**src/rtl/n2t_serial_pkg.sv**
```systemverilog
// Shared definitions for the Hack serial link receive path.
//   rx_state_e           : receiver FSM states
//   DEFAULT_CLKS_PER_BIT : default oversampling ratio (clk cycles per bit)
//   DEFAULT_DATA_BITS    : default data bits per frame
//   EVEN / ODD           : parity-mode selectors
//   parity_mismatch()    : combines a data XOR-reduction with the received parity bit
package n2t_serial_pkg;

  typedef enum logic [2:0] {
    IDLE,
    START,
    DATA,
    PARITY,
    STOP,
    BREAK
  } rx_state_e;

  localparam int unsigned DEFAULT_CLKS_PER_BIT = 16;
  localparam int unsigned DEFAULT_DATA_BITS    = 8;

  localparam bit EVEN = 1'b0;
  localparam bit ODD  = 1'b1;

  // 1 when the received parity bit disagrees with the data under the given mode.
  function automatic logic parity_mismatch(input logic data_xor,
                                           input logic par_bit,
                                           input logic odd);
    return data_xor ^ par_bit ^ odd;
  endfunction

endpackage

```
**src/rtl/uart_bit_timer.sv**
```systemverilog
// Mid-bit sample timer for the serial receiver.
//   clk, reset_n : clock, asynchronous active-low reset
//   clear_i      : hold the counter at zero (used while idle)
//   half_i       : strobe after half a bit period instead of a full one
//   tick_o       : one-cycle sample strobe; the counter wraps to zero on it
module uart_bit_timer #(
  parameter int unsigned CLKS_PER_BIT = 16
) (
  input  logic clk,
  input  logic reset_n,
  input  logic clear_i,
  input  logic half_i,
  output logic tick_o
);

  localparam int unsigned CW = (CLKS_PER_BIT > 1) ? $clog2(CLKS_PER_BIT) : 1;
  localparam logic [CW-1:0] FULL_LAST = CW'(CLKS_PER_BIT - 1);
  localparam logic [CW-1:0] HALF_LAST = CW'(CLKS_PER_BIT / 2 - 1);

  logic [CW-1:0] cnt_q, cnt_d;
  logic          tick;

  always_comb begin
    tick = half_i ? (cnt_q == HALF_LAST) : (cnt_q == FULL_LAST);
    if (clear_i || tick) begin
      cnt_d = '0;
    end else begin
      cnt_d = cnt_q + 1'b1;
    end
  end

  always_ff @(posedge clk or negedge reset_n) begin
    if (!reset_n) begin
      cnt_q <= '0;
    end else begin
      cnt_q <= cnt_d;
    end
  end

  assign tick_o = tick;

endmodule

```
**src/rtl/uart_rx_parity.sv**
```systemverilog
// Asynchronous serial receiver (8N1/8E1/8O1) with parity check and a
// valid/ack holding register feeding the Hack character input path.
//   clk, reset_n : clock, asynchronous active-low reset
//   rx           : serial line, idles high, asynchronous to clk
//   rx_data      : last accepted byte
//   rx_valid     : rx_data holds an unconsumed byte
//   rx_ack       : consumer takes rx_data (only acts while rx_valid = 1)
//   parity_err   : parity of the held byte mismatched
//   frame_err    : stop bit of the held byte sampled low
//   overrun      : sticky, a byte was dropped while rx_valid was set
module uart_rx_parity
  import n2t_serial_pkg::*;
#(
  parameter int unsigned CLKS_PER_BIT = DEFAULT_CLKS_PER_BIT,
  parameter int unsigned DATA_BITS    = DEFAULT_DATA_BITS,
  parameter bit          PARITY_EN    = 1'b1,
  parameter bit          PARITY_ODD   = EVEN
) (
  input  logic                 clk,
  input  logic                 reset_n,
  input  logic                 rx,
  output logic [DATA_BITS-1:0] rx_data,
  output logic                 rx_valid,
  input  logic                 rx_ack,
  output logic                 parity_err,
  output logic                 frame_err,
  output logic                 overrun
);

  localparam int unsigned BCW = $clog2(DATA_BITS + 1);
  localparam logic [BCW-1:0] LAST_BIT = BCW'(DATA_BITS - 1);

  // Synchroniser, preset to the idle level so reset never looks like a start bit.
  logic rx_meta_q, rx_s_q;

  always_ff @(posedge clk or negedge reset_n) begin
    if (!reset_n) begin
      rx_meta_q <= 1'b1;
      rx_s_q    <= 1'b1;
    end else begin
      rx_meta_q <= rx;
      rx_s_q    <= rx_meta_q;
    end
  end

  rx_state_e            state_q, state_d;
  logic [DATA_BITS-1:0] shift_q, shift_d;
  logic [BCW-1:0]       bit_cnt_q, bit_cnt_d;
  logic                 par_err_q, par_err_d;
  logic                 timer_clear, timer_half, tick;
  logic                 load_req, stop_bad;

  uart_bit_timer #(
    .CLKS_PER_BIT(CLKS_PER_BIT)
  ) u_timer (
    .clk    (clk),
    .reset_n(reset_n),
    .clear_i(timer_clear),
    .half_i (timer_half),
    .tick_o (tick)
  );

  always_comb begin
    state_d     = state_q;
    shift_d     = shift_q;
    bit_cnt_d   = bit_cnt_q;
    par_err_d   = par_err_q;
    timer_clear = 1'b0;
    timer_half  = 1'b0;
    load_req    = 1'b0;
    stop_bad    = 1'b0;

    case (state_q)
      IDLE: begin
        timer_clear = 1'b1;
        bit_cnt_d   = '0;
        par_err_d   = 1'b0;
        if (!rx_s_q) begin
          state_d = START;
        end
      end

      START: begin
        timer_half = 1'b1;
        if (tick) begin
          if (rx_s_q) begin
            state_d = IDLE;
          end else begin
            state_d   = DATA;
            bit_cnt_d = '0;
          end
        end
      end

      DATA: begin
        if (tick) begin
          shift_d = {rx_s_q, shift_q[DATA_BITS-1:1]};
          // Counter holds at the last index; leaving DATA is what ends the byte.
          if (bit_cnt_q == LAST_BIT) begin
            state_d = PARITY_EN ? PARITY : STOP;
          end else begin
            bit_cnt_d = bit_cnt_q + 1'b1;
          end
        end
      end

      PARITY: begin
        if (tick) begin
          par_err_d = parity_mismatch(^shift_q, rx_s_q, PARITY_ODD);
          state_d   = STOP;
        end
      end

      STOP: begin
        if (tick) begin
          load_req = 1'b1;
          stop_bad = ~rx_s_q;
          state_d  = rx_s_q ? IDLE : BREAK;
        end
      end

      BREAK: begin
        timer_clear = 1'b1;
        if (rx_s_q) begin
          state_d = IDLE;
        end
      end

      default: begin
        state_d = IDLE;
      end
    endcase
  end

  always_ff @(posedge clk or negedge reset_n) begin
    if (!reset_n) begin
      state_q   <= IDLE;
      shift_q   <= '0;
      bit_cnt_q <= '0;
      par_err_q <= 1'b0;
    end else begin
      state_q   <= state_d;
      shift_q   <= shift_d;
      bit_cnt_q <= bit_cnt_d;
      par_err_q <= par_err_d;
    end
  end

  // Holding register.
  logic [DATA_BITS-1:0] data_q, data_d;
  logic                 valid_q, valid_d;
  logic                 perr_q, perr_d;
  logic                 ferr_q, ferr_d;
  logic                 ovr_q, ovr_d;
  logic                 accept;

  always_comb begin
    data_d = data_q;
    valid_d = valid_q;
    perr_d = perr_q;
    ferr_d = ferr_q;
    ovr_d = ovr_q;
    accept = rx_ack && valid_q;

    if (load_req) begin
      if (!valid_q || accept) begin
        data_d  = shift_q;
        valid_d = 1'b1;
        perr_d  = par_err_q;
        ferr_d  = stop_bad;
        // An ack coinciding with a load is a clean hand-over, so it still clears overrun.
        if (accept) begin
          ovr_d = 1'b0;
        end
      end else begin
        ovr_d = 1'b1;
      end
    end else if (accept) begin
      valid_d = 1'b0;
      perr_d  = 1'b0;
      ferr_d  = 1'b0;
      ovr_d   = 1'b0;
    end
  end

  always_ff @(posedge clk or negedge reset_n) begin
    if (!reset_n) begin
      data_q  <= '0;
      valid_q <= 1'b0;
      perr_q  <= 1'b0;
      ferr_q  <= 1'b0;
      ovr_q   <= 1'b0;
    end else begin
      data_q  <= data_d;
      valid_q <= valid_d;
      perr_q  <= perr_d;
      ferr_q  <= ferr_d;
      ovr_q   <= ovr_d;
    end
  end

  assign rx_data    = data_q;
  assign rx_valid   = valid_q;
  assign parity_err = perr_q;
  assign frame_err  = ferr_q;
  assign overrun    = ovr_q;

endmodule
```
**config.mk**
```make
export PLATFORM = sky130hd
export DESIGN_NAME = uart_rx_parity
export DESIGN_NICKNAME = d
export VERILOG_FILES = /design/src/rtl/n2t_serial_pkg.sv /design/src/rtl/uart_bit_timer.sv /design/src/rtl/uart_rx_parity.sv
export SDC_FILE = /design/constraint.sdc
export NUM_CORES = 1
export LEC_CHECK = 0
export BUFFER_PORTS_ARGS = -buffer_cell sky130_fd_sc_hd__clkbuf_2
export CAP_MARGIN = 20
export CORE_MARGIN = 4
export CORE_UTILIZATION = 52
export DETAILED_ROUTE_END_ITERATION = 12
export GPL_TIMING_DRIVEN = 1
export PLACE_DENSITY = 0.74
export RECOVER_POWER = 25
export SLEW_MARGIN = 10
export SYNTH_ARGS = -nofsm -noshare
export SYNTH_HDL_FRONTEND = slang
export SYNTH_SLANG_ARGS = --single-unit
```
**constraint.sdc**
```tcl
create_clock -name clk -period 1.85 [get_ports clk]
set_clock_uncertainty 0.05 [all_clocks]
set_input_delay 0.2775 -clock clk [delete_from_list [all_inputs] [get_ports clk]]
set_output_delay 0.2775 -clock clk [all_outputs]
set_load 0.05 [all_outputs]
```
# Word-level counts from Yosys, hierarchy flattened
# Index checks and enable logic that the tools add are counted.
# W data, S select, Z words.
[word_totals] reg_bits=34 input_bits=4 output_inout_bits=12 wordCells=85
[classes] bitwise=2 add_sub_neg=2 n_eq_ne=18 reduce_logical=16 muxes=35
[ops] cell="$mux W3" n=8
[ops] cell="$mux W4" n=5
[ops] cell="$mux W1" n=18
[ops] cell="$ne A2 B2 Y1 const B" n=9
[ops] cell="$pmux W3 S6" n=1
[ops] cell="$pmux W4 S3" n=1
[ops] cell="$add A4 B1 Y4 const B" n=2
[ops] cell="$eq A4 B3 Y1 const B" n=2
[ops] cell="$reduce_and A2 Y1" n=4
[ops] cell="$reduce_xor A8 Y1" n=1
[ops] cell="$reduce_and A7 Y1" n=1
[ops] cell="$eq A3 B2 Y1 const B" n=2
[ops] cell="$eq A3 B3 Y1 const B" n=2
[ops] cell="$reduce_and A5 Y1" n=1
[ops] cell="$eq A4 B4 Y1 const B" n=1
[ops] cell="$reduce_bool A2 Y1" n=2
[ops] cell="$eq A3 B1 Y1 const B" n=1
[ops] cell="$logic_not A3 Y1" n=1
[ops] cell="$reduce_bool A3 Y1" n=1
[ops] cell="$logic_or A1 B1 Y1" n=2
[ops] cell="$mux W2" n=1
[ops] cell="$ne A2 B1 Y1 const B" n=1
[ops] cell="$pmux W1 S2" n=1
[ops] cell="$reduce_or A2 Y1" n=1
[ops] cell="4 further kinds" n=4

# Logic depth before layout (Yosys ltp)
[logic_depth] ltp_word=7 depth_mapped=6 mapped_depth_nobuf=5

# Hierarchy
# From an unflattened synthesis, not the netlist that was laid out.
[hier_totals] cells_unflattened=136 hier_area_um2=1584.0
[modules_own_cells] module="uart_rx_parity" instances=1 area_per_inst_um2=1402.6 seq_area_each_um2=753.2 cells_each=120
[modules_own_cells] module="uart_bit_timer" instances=1 area_per_inst_um2=181.4 seq_area_each_um2=100.1 cells_each=16

# Worst setup path before layout
# OpenSTA, ideal clock, no wires.
[synth_timing] path_type="register -> register" start="register u_timer.cnt_q[0]" end="register data_q[0] (netlist: rx_data[0])" required_ns=1.675 slack_ns=0.036 synth_period_minus_slack_ns=1.814 stages_incl_launch_ff=7 setup_time_ns=0.125 arrival_time_ns=1.639 cell_sequence="dfrtp_1 -> ha_1 -> nand3_2 -> nor3_4 -> and2_1 -> buf_4 -> mux2_2"
[synth_between] elab_chain_cells=5 word_cells_on_any_way=6 classes_between="eq/ne (2); mux (3); reduce/logical (1)"
[synth_rtl] item="start: declaration" line_no="uart_bit_timer.sv:20" source="logic [CW-1:0] cnt_q, cnt_d;"
[synth_rtl] item="start signal: assignment" line_no="uart_bit_timer.sv:36" source="cnt_q <= cnt_d;"
[synth_rtl] item="$eq A4 B4 Y1 or $eq A4 B3 Y1 (tied branches)" line_no="uart_bit_timer.sv:24" source="tick = half_i ? (cnt_q == HALF_LAST) : (cnt_q == FULL_LAST);"
[synth_rtl] item="$mux W1 *" line_no="uart_bit_timer.sv:24"
[synth_rtl] item="$mux W1 *" line_no="uart_rx_parity.sv:115" source="if (tick) begin"
[synth_rtl] item="$mux W1 *" line_no="uart_rx_parity.sv:73" source="case (state_q)"
[synth_rtl] item="$reduce_and A2 Y1 (no line) *"
[synth_rtl] item="end signal: assignment" line_no="uart_rx_parity.sv:194" source="data_q <= data_d;"
[synth_rtl] item="end: declaration" line_no="uart_rx_parity.sv:150" source="logic [DATA_BITS-1:0] data_q, data_d;"
# Every way passes the cells marked *; elsewhere a longest branch is shown, timed or not.
# A chain may end at the register's enable or synchronous reset.

# Worst setup path after layout
[layout_timing] start="register u_timer.cnt_q[0]" end="register bit_cnt_q[0]"
[layout_between] elab_chain_cells=4 word_cells_on_any_way=6 classes_between="eq/ne (4); mux (1); reduce/logical (1)"
[layout_rtl] item="$eq A4 B4 Y1 or $eq A4 B3 Y1 (tied branches)" line_no="uart_bit_timer.sv:24"
[layout_rtl] item="$mux W1 *" line_no="uart_bit_timer.sv:24"
[layout_rtl] item="$ne A2 B2 Y1 (no line)"
[layout_rtl] item="$reduce_and A5 Y1 (no line) *"
[layout_rtl] item="end signal: assignment" line_no="uart_rx_parity.sv:144" source="bit_cnt_q <= bit_cnt_d;"
[layout_rtl] item="end: declaration" line_no="uart_rx_parity.sv:48" source="logic [BCW-1:0] bit_cnt_q, bit_cnt_d;"
# Marked as above.

==> results.md <==
- Status: completed
- Ports: 16
- Antenna viol nets, final: 0
- Part of the cycle the worst path needs: 0.945
- Clock Path Buffers: 2
- Async set-reset flop share out of synthesis: 1.00
- Grt ovf: 0
- Syn nets: 140
- Cells after Synth: 134
- Hold_sp: rx_ack
- Fill cell count: approximately 230
- Total number of vias: 1,094
- Antenna diode count: 0
- Final setup violation count: 0
- Pin count of the biggest net entering global routing: 35
- Setup TNS: 0 ns
- Layout cell share with drive strength beyond 1: 0.344
- Largest cells by area after synthesis: dfrtp_1 50%, mux2_2 10%, dfstp_2 3.3%
- CTS Buf Count: 5
- Fmax: 572 MHz
- WS Path Type: reg2reg
- Max rail drop VDD: 0.635 mV
- Distinct cells, synth: 46
- Rows: 19
- Routed wire per std cell: 14.4 um
- EDFF count, synth: 0
- Final hold vios: 0
- Post-CTS Setup Repair Bufs: 0
- R2r setup slk: 0.10 ns
- Root Driver: clkbuf_4
- R2R depth: 5
- GP Congestion: 0.841
- Share of the synthesized area in the top cell type: 0.496
- Synth-to-Final Area Change: 13.9%
- Worst Max-Slew Pin Slew: 0.799 ns
- WHS Path Cells: 2
- Leakage: 0.906 nW
- First-pass GRT wire length: about 5000 um
- Hold Path End: overrun$_DFF_PN0_
- Antenna violations before repair: 0
- CP Data Arrival Time: about 1.9 ns
- Slew Limit Fails: 0
- Max-cap violations: 0
- HPWL after DPL: 1900 um
- WP data required: 2.02 ns
- Min Tclk post-route: 1.75 ns
- Slew HR: 0.467
- Hold slack: approximately 0.11 ns
- Clock sink total: 34
- Most common cell in the netlist: dfrtp_1
- Overall global routing resource usage: 0.155
- Total power: 1.61 mW
- Drt pass-1 iters: 4
- PortBufs: 15
- Yosys top cell by area: dfrtp_1
- Die W: 63.7 um
- Pwr/cell area: 873 nW/um^2
- Post-Route WL: about 2700 um
- Chip height: 63.7 um
- Syn. warnings: 0
- Initial core utilization: 0.566
- Syn Std Cell Area: 1620 sq um
- Crit end category: register
- Nets: 165
- Worst Hold Class: in2reg
- Clk slew on worst S/H paths: 0.09 ns
- CTS tree: built
- Clock Latency Late Sink: 0.33 ns
- Seq cells post-synth: 34
- Initial DRC Count: 58
- Worst setup SP type: register
- Top cells by count, synth: 32 x dfrtp_1, 15 x mux2_2, 10 x nor2_1, 10 x o21ai_0, 6 x xnor2_1
- Vias in the first global route: 1,136
- Number of remaining DRC errors: 0
- FF-to-FF End: bit_cnt_q[0]$_DFFE_PN0P_
- Top_reg_cell synth: dfrtp_1
- CP max FO: 6
- H-tree depth: 2
- Sequential-to-total area share from yosys stat: 0.528
- Mean Syn Cell Area: 12.1 sq um
- Worst r2r src: u_timer.cnt_q[0]$_DFF_PN0_
- Mean number of vias per cell: 5.73
- Core area: 2850 sq um
- Die area: between 4000 and 5000 sq um
==> metal layers <==
| layer | up-vias | share of wire | GRT usage |
|---|---|---|---|
| met5 | - | 0 | 0 |
| met4 | 0 | 0.0084 | 0.0647 |
| met3 | 2 | 0.041 | 0.0368 |
| met2 | 22 | 0.47 | 0.252 |
| met1 | 538 | 0.48 | 0.200 |
| li1 | 532 | - | - |
==> worst max path at each step <==
stage | from | end | slack, ns | depth (start not counted)
after global placement | u_timer.cnt_q[0]$_DFF_PN0_ | bit_cnt_q[1]$_DFFE_PN0P_ | 0.09 | 5
final | u_timer.cnt_q[0]$_DFF_PN0_ | bit_cnt_q[0]$_DFFE_PN0P_ | 0.10 | 5
after global routing | u_timer.cnt_q[0]$_DFF_PN0_ | rx_data[0]$_DFFE_PN0P_ | -0.009 | 6
after detailed placement | u_timer.cnt_q[0]$_DFF_PN0_ | bit_cnt_q[1]$_DFFE_PN0P_ | 0.03 | 5
after CTS | u_timer.cnt_q[0]$_DFF_PN0_ | bit_cnt_q[0]$_DFFE_PN0P_ | 0.02 | 5
after floorplan | u_timer.cnt_q[0]$_DFF_PN0_ | rx_data[0]$_DFFE_PN0P_ | 0.04 | 6
==> report_power, final <==
part	total, mW	switching [mW]	internal (mW)
sequential	0.910	0.104	0.806
combinational	0.314	0.155	0.159
clock	0.383	0.238	0.145
total	1.61	0.497	1.11
==> logic make-up after synthesis <==
| kind of cell | share of synthesized area |
|---|---|
| AND/OR/NAND/NOR | 0.142 |
| buffers and inverters | 0.0310 |
| flip-flops | 0.528 |
| AO/OA/AOI/OAI | 0.109 |
| XOR/XNOR | 0.0573 |
| multiplexers | 0.117 |
| adder cells (fa/ha/maj) | 0.0155 |
==> area by class of cell <==
cell class                      instances  area, sq um  area share
Sequential cell                        34          853       0.464
Multi-Input combinational cell         91          731       0.397
Timing Repair Buffer                   23          150      0.0816
Clock buffer                            6         41.3      0.0224
Tap cell                               31         38.8      0.0211
Inverter                                4         15.0     0.00816
Clock inverter                          2         10.0     0.00544
==> cell usage in the layout (no fill, tap or decap), types with 3 or more instances in the layout <==
cell,instances
nand3_1,3
a21oi_1,4
dfrtp_1,32
clkbuf_4,5
nor2_1,10
xnor2_1,6
buf_4,4
clkbuf_2,16
o21ai_0,10
mux2_2,15
inv_1,4
nand2b_1,4
==> through the flow <==
stage          setup WS, ns  utilization  cells  cell area [sq um]
2_1_floorplan        0.0359            -    134               1620
5_1_grt            -0.00871        0.645    191               1840
4_1_cts              0.0157        0.641    191               1830
6_report              0.102        0.645    191               1840
3_5_place_dp         0.0266        0.614    181               1750
3_3_place_gp         0.0896        0.614    181               1750
==> timing repair <==
item                                    CTS  global route
gates resized for setup                   1             4
hold buffers                              2             0
hold endpoints to repair                 33             0
endpoints found under the setup margin    1            12
==> worst max-delay path: stages, from the launching register on <==
cell	delay, ns
dfrtp_1	0.39
ha_2	0.24
nor4bb_2	0.28
a311oi_2	0.09
or3_4	0.40
a21o_1	0.18
==> flip-flops by register name, indices dropped and copies added, names as in the netlist <==
signal and cells:
frame_err 1, par_err_q 1, bit_cnt_q 4, state_q 3, u_timer.cnt_q 4, rx_valid 1
rx_s_q 1, rx_data 8, shift_q 8, overrun 1, rx_meta_q 1, parity_err 1
(Power assumes the default switching activity.)
